--- config.mk ---
export PLATFORM = sky130hd
export DESIGN_NAME = multicycle_ctrl
export DESIGN_NICKNAME = d
export VERILOG_FILES = /design/src/rtl/multicycle_ctrl.sv
export SDC_FILE = /design/constraint.sdc
export NUM_CORES = 1
export LEC_CHECK = 0
export ABC_AREA = 1
export CORE_AREA = 2 2 39 41
export CTS_CLUSTER_DIAMETER = 200
export DETAILED_ROUTE_END_ITERATION = 10
export DIE_AREA = 0 0 41 43
export PLACE_DENSITY = 0.68
export SKIP_CTS_REPAIR_TIMING = 1
export SYNTH_ARGS = -nofsm -noshare
export SYNTH_HDL_FRONTEND = slang
export SYNTH_SLANG_ARGS = --single-unit
export TNS_END_PERCENT = 50
--- constraint.sdc ---
create_clock -name clk -period 1.3 [get_ports clk]
set_input_delay 0.39 -clock clk [delete_from_list [all_inputs] [get_ports clk]]
set_output_delay 0.39 -clock clk [all_outputs]
set_load 0.005 [all_outputs]
--- src/rtl/multicycle_ctrl.sv ---
// Multicycle datapath controller: Moore FSM sequencing fetch, decode and
// per-instruction execute/write-back steps for lw, sw, R-type, beq and j.
// Optional addi support is compiled in when MULTICYCLE_CTRL_ADDI_EN is defined.
//
//   state  | meaning
//   IDLE   | post-reset cycle, everything quiet
//   FETCH  | read instruction, load IR, PC <= PC + 4
//   DECODE | read registers, precompute branch target into ALUOut
//   MEMADR | compute load/store address
//   MEMRD  | read data memory at ALUOut
//   MEMWB  | write loaded word to rt
//   MEMWR  | write B to data memory at ALUOut
//   EXEC   | R-type ALU operation
//   RWB    | write ALU result to rd
//   BEQ    | compare, take branch when zero
//   JUMP   | PC <= jump address
//   ADDIEX | A + immediate (addi builds only)
//   ADDIWB | write ALU result to rt (addi builds only)
module multicycle_ctrl (
  input  logic       clk,
  input  logic       rst_n,
  input  logic [5:0] op,
  input  logic       zero,
  output logic       pc_en,
  output logic       IorD,
  output logic       MemRead,
  output logic       MemWrite,
  output logic       IRWrite,
  output logic       MemtoReg,
  output logic [1:0] PCSource,
  output logic [1:0] ALUOp,
  output logic       ALUSrcA,
  output logic [1:0] ALUSrcB,
  output logic       RegWrite,
  output logic       RegDst,
  output logic [3:0] state
);

  localparam logic [5:0] OP_RTYPE = 6'b000000;
  localparam logic [5:0] OP_LW    = 6'b100011;
  localparam logic [5:0] OP_SW    = 6'b101011;
  localparam logic [5:0] OP_BEQ   = 6'b000100;
  localparam logic [5:0] OP_J     = 6'b000010;
`ifdef MULTICYCLE_CTRL_ADDI_EN
  localparam logic [5:0] OP_ADDI  = 6'b001000;
`endif

  typedef enum logic [3:0] {
    S_IDLE   = 4'd0,
    S_FETCH  = 4'd1,
    S_DECODE = 4'd2,
    S_MEMADR = 4'd3,
    S_MEMRD  = 4'd4,
    S_MEMWB  = 4'd5,
    S_MEMWR  = 4'd6,
    S_EXEC   = 4'd7,
    S_RWB    = 4'd8,
    S_BEQ    = 4'd9,
    S_JUMP   = 4'd10
`ifdef MULTICYCLE_CTRL_ADDI_EN
    ,
    S_ADDIEX = 4'd11,
    S_ADDIWB = 4'd12
`endif
  } state_t;

  state_t cur_state, nxt_state;

  assign state = cur_state;

  // State register; reset lands in IDLE immediately, even mid-instruction.
  always_ff @(posedge clk or negedge rst_n) begin
    if (!rst_n) cur_state <= S_IDLE;
    else        cur_state <= nxt_state;
  end

  // Next-state and output decode; unlisted codes fall to all-zero and FETCH.
  always_comb begin
    nxt_state = S_FETCH;
    pc_en     = 1'b0;
    IorD      = 1'b0;
    MemRead   = 1'b0;
    MemWrite  = 1'b0;
    IRWrite   = 1'b0;
    MemtoReg  = 1'b0;
    PCSource  = 2'b00;
    ALUOp     = 2'b00;
    ALUSrcA   = 1'b0;
    ALUSrcB   = 2'b00;
    RegWrite  = 1'b0;
    RegDst    = 1'b0;
    case (cur_state)
      S_IDLE: nxt_state = S_FETCH;
      S_FETCH: begin
        MemRead   = 1'b1;
        IRWrite   = 1'b1;
        ALUSrcB   = 2'b01;
        pc_en     = 1'b1;
        nxt_state = S_DECODE;
      end
      S_DECODE: begin
        ALUSrcB = 2'b11;
        case (op)
          OP_RTYPE:       nxt_state = S_EXEC;
          OP_LW, OP_SW:   nxt_state = S_MEMADR;
          OP_BEQ:         nxt_state = S_BEQ;
          OP_J:           nxt_state = S_JUMP;
`ifdef MULTICYCLE_CTRL_ADDI_EN
          OP_ADDI:        nxt_state = S_ADDIEX;
`endif
          default:        nxt_state = S_FETCH;
        endcase
      end
      S_MEMADR: begin
        ALUSrcA   = 1'b1;
        ALUSrcB   = 2'b10;
        nxt_state = (op == OP_LW) ? S_MEMRD : S_MEMWR;
      end
      S_MEMRD: begin
        MemRead   = 1'b1;
        IorD      = 1'b1;
        nxt_state = S_MEMWB;
      end
      S_MEMWB: begin
        RegWrite = 1'b1;
        MemtoReg = 1'b1;
      end
      S_MEMWR: begin
        MemWrite = 1'b1;
        IorD     = 1'b1;
      end
      S_EXEC: begin
        ALUSrcA   = 1'b1;
        ALUOp     = 2'b10;
        nxt_state = S_RWB;
      end
      S_RWB: begin
        RegWrite = 1'b1;
        RegDst   = 1'b1;
      end
      S_BEQ: begin
        ALUSrcA  = 1'b1;
        ALUOp    = 2'b01;
        PCSource = 2'b01;
        pc_en    = zero;
      end
      S_JUMP: begin
        PCSource = 2'b10;
        pc_en    = 1'b1;
      end
`ifdef MULTICYCLE_CTRL_ADDI_EN
      S_ADDIEX: begin
        ALUSrcA   = 1'b1;
        ALUSrcB   = 2'b10;
        nxt_state = S_ADDIWB;
      end
      S_ADDIWB: RegWrite = 1'b1;
`endif
      default: nxt_state = S_FETCH;
    endcase
  end

endmodule

After elaboration in Yosys (flattened, before gate mapping)
Cells that the tools add are included.

Register bits after elaboration: 4. Output and inout port bits: 19. Word-level logic and storage cells: 37. Bits of input ports: 9.

Reduce and logical (&&, ||, !) cells: 7. Mux-type cells: 15. Equal/unequal tests: 14.

Operators with widths (number): 4-bit one-hot mux with 5 select lines (1); 4-bit by 3-bit equality test with 1-bit output, second input constant (4); 4-bit one-hot mux with 4 select lines (1); 4-bit equality test, second input constant (3); 6-bit equality test, second input constant (2); 2-bit OR reduction (5); 4-bit by 2-bit equality test with 1-bit output, second input constant (2); 1-bit two-way mux (8); 2-bit one-hot mux with 2 select lines (2); 6-bit by 2-bit equality test with 1-bit output, second input constant (1); 6-bit by 3-bit equality test with 1-bit output, second input constant (1); 6-bit zero test (1); 2-bit one-hot mux with 3 select lines (1); 4-bit by 1-bit equality test with 1-bit output, second input constant (1); 3-bit OR reduction (1); 2-bit two-way mux (1); 1-bit one-hot mux with 2 select lines (1).

Depth between registers and ports, before layout
Gate-level depths: netlist of run 1.

Depth in word-level cells: 4. Mapped depth: 6. Depth with buffers taken out: 6.

Least setup slack after synthesis of run 1
Ideal clock, no wire load.

Kind: register to output. Start: register cur_state[1] (netlist: state[1]). End: output port PCSource[0]. Arrival: 930 ps. Data required time: 910 ps. Stages on the path, launching flop included: 5. Path buffers: 1. Slack: -20 ps. Cell sequence: dfrtp_1 -> inv_2 -> nand2_2 -> nor2_1 -> buf_4.

Word-level cells in the longest chain between the ends: 2. Elaborated cells between the ends (all ways): 3. Classes of those cells: eq/ne (2); mux (1).

Ends and longest elaborated chain: from (decl) (line 67) `state_t cur_state, nxt_state;`; from (signal assigned) (line 74) `else cur_state <= nxt_state;`; 4-bit equality test (line 92) `case (cur_state)`; 2-bit one-hot mux with 2 select lines * (line 92); to (decl) (line 30) `output logic [1:0] PCSource,`.

Mark *: on every way between the ends. The rest lies on a longest branch, timed or not.

Worst setup path in the final report of run 1
Start: register cur_state[1] (netlist: state[1]). End: output port MemRead.

Word-level cells in the longest chain between the ends: 3. Elaborated cells between the ends (all ways): 4. Classes of those cells: eq/ne (2); mux (1); reduce/logical (1).

Ends and longest elaborated chain: 4-bit by 3-bit equality test with 1-bit output / 4-bit by 1-bit equality test with 1-bit output (equally long branches) (line 92); 2-bit OR reduction (no line) *; 1-bit two-way mux * (line 92); to (decl) (line 26) `output logic MemRead,`.

Marked as above.

==> results of run 1 <==
area by class of cell:
type                            instances  area, µm²
Inverter                               11       51.3
Sequential cell                         4        103
Clock buffer                            3       22.5
Fill cell                             115        513
Tap cell                               16       20.0
Multi-Input combinational cell         53        305
Timing Repair Buffer                   45        369
layer usage:
layer  global-route usage  share of wire  routed length (µm)
met5                    0              0                   0
met4                0.140          0.014                  19
met3               0.0314          0.078                 102
met2                0.272           0.55                 727
met1                0.131           0.35                 464
power groups by stage:
stage                     combinational, µW  sequential (µW)  clock (µW)
after global routing                   1460              240         172
final                                  1340              233         158
after global placement                 1200              227           0
after CTS                              1200              227         164
after floorplan                         442              240           0
after detailed placement               1200              229           0
kinds of logic (layout without fill, tap and decap cells):
| family | count (synthesis) | count (layout) |
|---|---|---|
| buf+inv | 12 | 59 |
| flops | 4 | 4 |
| compound gates | 3 | 3 |
| simple gates | 50 | 50 |
cell usage after synthesis:
library cell and n:
inv_2 4, nand3b_1 1, nor2_2 1, a21oi_1 3, or2_1 1, nor2_4 1, dfrtp_1 4, inv_1 7
nand2_1 17, nor2_1 20, nand4_1 2, nand3_1 4, nand2_2 3, buf_4 1
placed cells by master (no fill, tap or decap), types with 2 or more instances in the layout:
master / instances
buf_2: 4
nor2_4: 2
nand2_1: 15
clkdlybuf4s50_1: 8
nand4_1: 2
a21oi_1: 3
nor2_2: 12
dfrtp_2: 2
dlymetal6s2s_1: 5
nand2_4: 3
clkbuf_4: 3
dfrtp_1: 2
nand3_1: 4
buf_4: 14
buf_6: 5
inv_2: 3
nor2_1: 8
inv_1: 6
clkbuf_2: 9
worst max-delay path, delay by kind of cell (launching register included):
kind	cells	cell delay [ps]
buffers and inverters	4	340
DFF	1	380
and+or+nand+nor	3	260
through the flow:
stage                     worst slack (ps)  utilization  setup TNS, ps  instance area (µm²)  hold WS [ps]
after floorplan                       46.6            -              0                  388          94.4
after global placement                -531        0.566          -6020                  783           594
after detailed placement              -524        0.566          -6230                  783           597
after CTS                             -698        0.582         -10350                  806           337
after global routing                  -388        0.629          -4550                  871           361
final                                 -314        0.629          -3580                  871           344
worst max-delay path by stage:
stage | from | end | slack, ps | depth (start not counted)
after floorplan | state[1] | pc_en | 50 | 5
after global placement | zero | pc_en | -530 | 4
after detailed placement | zero | pc_en | -520 | 4
after CTS | state[1] | pc_en | -700 | 6
after global routing | state[1] | MemRead | -390 | 7
final | state[1] | MemRead | -310 | 7
==> metrics.cfg, run 1 <==
[synthesis]
synth.top_cell.area_share = 0.260
synth_compound_area_frac = 0.0390
yosysWarnings = 0
syn_nets = 78
synth_top_family_by_area = simple AND/OR/NAND/NOR gates
synthMuxAreaShare = 0
yosys-top-cells-area = dfrtp_1, nor2_1, nand2_1
synth_simple_gate_area_share = 0.575
syn_area_per_cell_um2 = 5.59
synthXorXnorAreaFrac = 0
syn_area_um2 = 385
yosys.area.top_type = dfrtp_1
ys_seq_area_frac = 0.260
synthCells = 69
synth_fa_ha_area_frac = 0
ys_types = 14
ys_seq_elements = 4

[floorplanning]
die_y_um = 43
design.die.area_um2 = 1760
start_util = 0.278
design.core.area_um2 = 1380
core.rowCount = 14
die_w_um = 41
pin_count = 28

[power_and_ir_drop]
p_switching_uw = 761
internal_power_uw = 971
power_uw = 1730
p_comb_frac = 0.774
leakage_uw = 0.000534
power_density_nw_per_um2 = 1990
swShare = 0.439
ir_drop_mv = 0.745
clkPwrFrac = 0.092
seq_power_share = 0.134

[drt]
wire_per_inst_um = 9.95
dr.pass1.iters = 4
drt-initial-drc-count = 6
drtAntennaViolNets = 0
drc = 0
vias_per_cell = 4.52
wl_mm = 1.31
vias = 597

[finish]
fin_nets = 127
antenna_cells = 0
stdcell_count = 132
syn_to_final_growth_pct = 126
largest_reg_flops = 4
drive_above_1_share = 0.526

[timing]
rsz0062_at_grt = true
tightest_slew_ps = 173
finClkSkew_ps = 10.8
period_share = 1.24
fin_crit_ps = 1610
hold_violations = 0
report.final.slew_viol_count = 0
setup_viol = 16
postLayoutSetupSlackWorst_ps = -314
relSlewSlack = 0.884
max_freq_ghz = 0.619

[cts]
clock-sinks = 4
cts_root_buffer = clkbuf_4
cts_buffers = 3
clk_latency_ps = 240
clock_path_buffers = 2
cts_max_level = 1
clk_pin_slew_worst_paths_ps = 40
cts_tree = done

[run]
maxCapViolations = 0

[global_routing]
grt_max_degree = 6
grt_pass1_vias = 488
grt_overflow_total = 0
grt_util_all_layers = 0.155
grt_pass1_wl_mm = 1.74
antenna_found_initial = 0

[worst_setup_path]
reg2reg_from = state[0]
worstPathMaxFanout = 3
cp_cell_sequence = buf_6 > inv_8 > nand2_2 > nor2_2 > nor2_2 > inv_1 > clkbuf_2
rrSetupSlack_ps = 80
worstPathArrival_ps = 1220
regToRegEndpoint = state[1]
cpMostUsedCell = nor2_2
worst_setup_path_start_kind = register
cpMaxStageDelayCell = dfrtp_1
required_ps = 910
criticalPathCategory = reg2out
cp-end-kind = output pin
max_stage_delay_ps = 380
reg2regPathDepth = 7

[place]
hpwl_um = 919
gp_congestion = 0.730
portBuffers = 27
placed_cells = 126

[worst_hold_path]
hp-class = in2async

[status]
violations = negative setup slack
outcome = finished with violations

(Power assumes the default switching activity.)
==> run 2: changes to the inputs <==
--- a/config.mk
+++ b/config.mk
@@ -10,6 +10,7 @@
 export CTS_CLUSTER_DIAMETER = 200
 export DETAILED_ROUTE_END_ITERATION = 10
 export DIE_AREA = 0 0 41 43
+export MAX_ROUTING_LAYER = met4
 export PLACE_DENSITY = 0.68
 export SKIP_CTS_REPAIR_TIMING = 1
 export SYNTH_ARGS = -nofsm -noshare
==> results of run 2 <==
Final layout, timing and power as in run 1 (identical DEF).
Among the figures that moved: final weighted congestion in routability-driven placement 0.730 -> 0.739; overall routing resource usage 0.155 -> 0.159
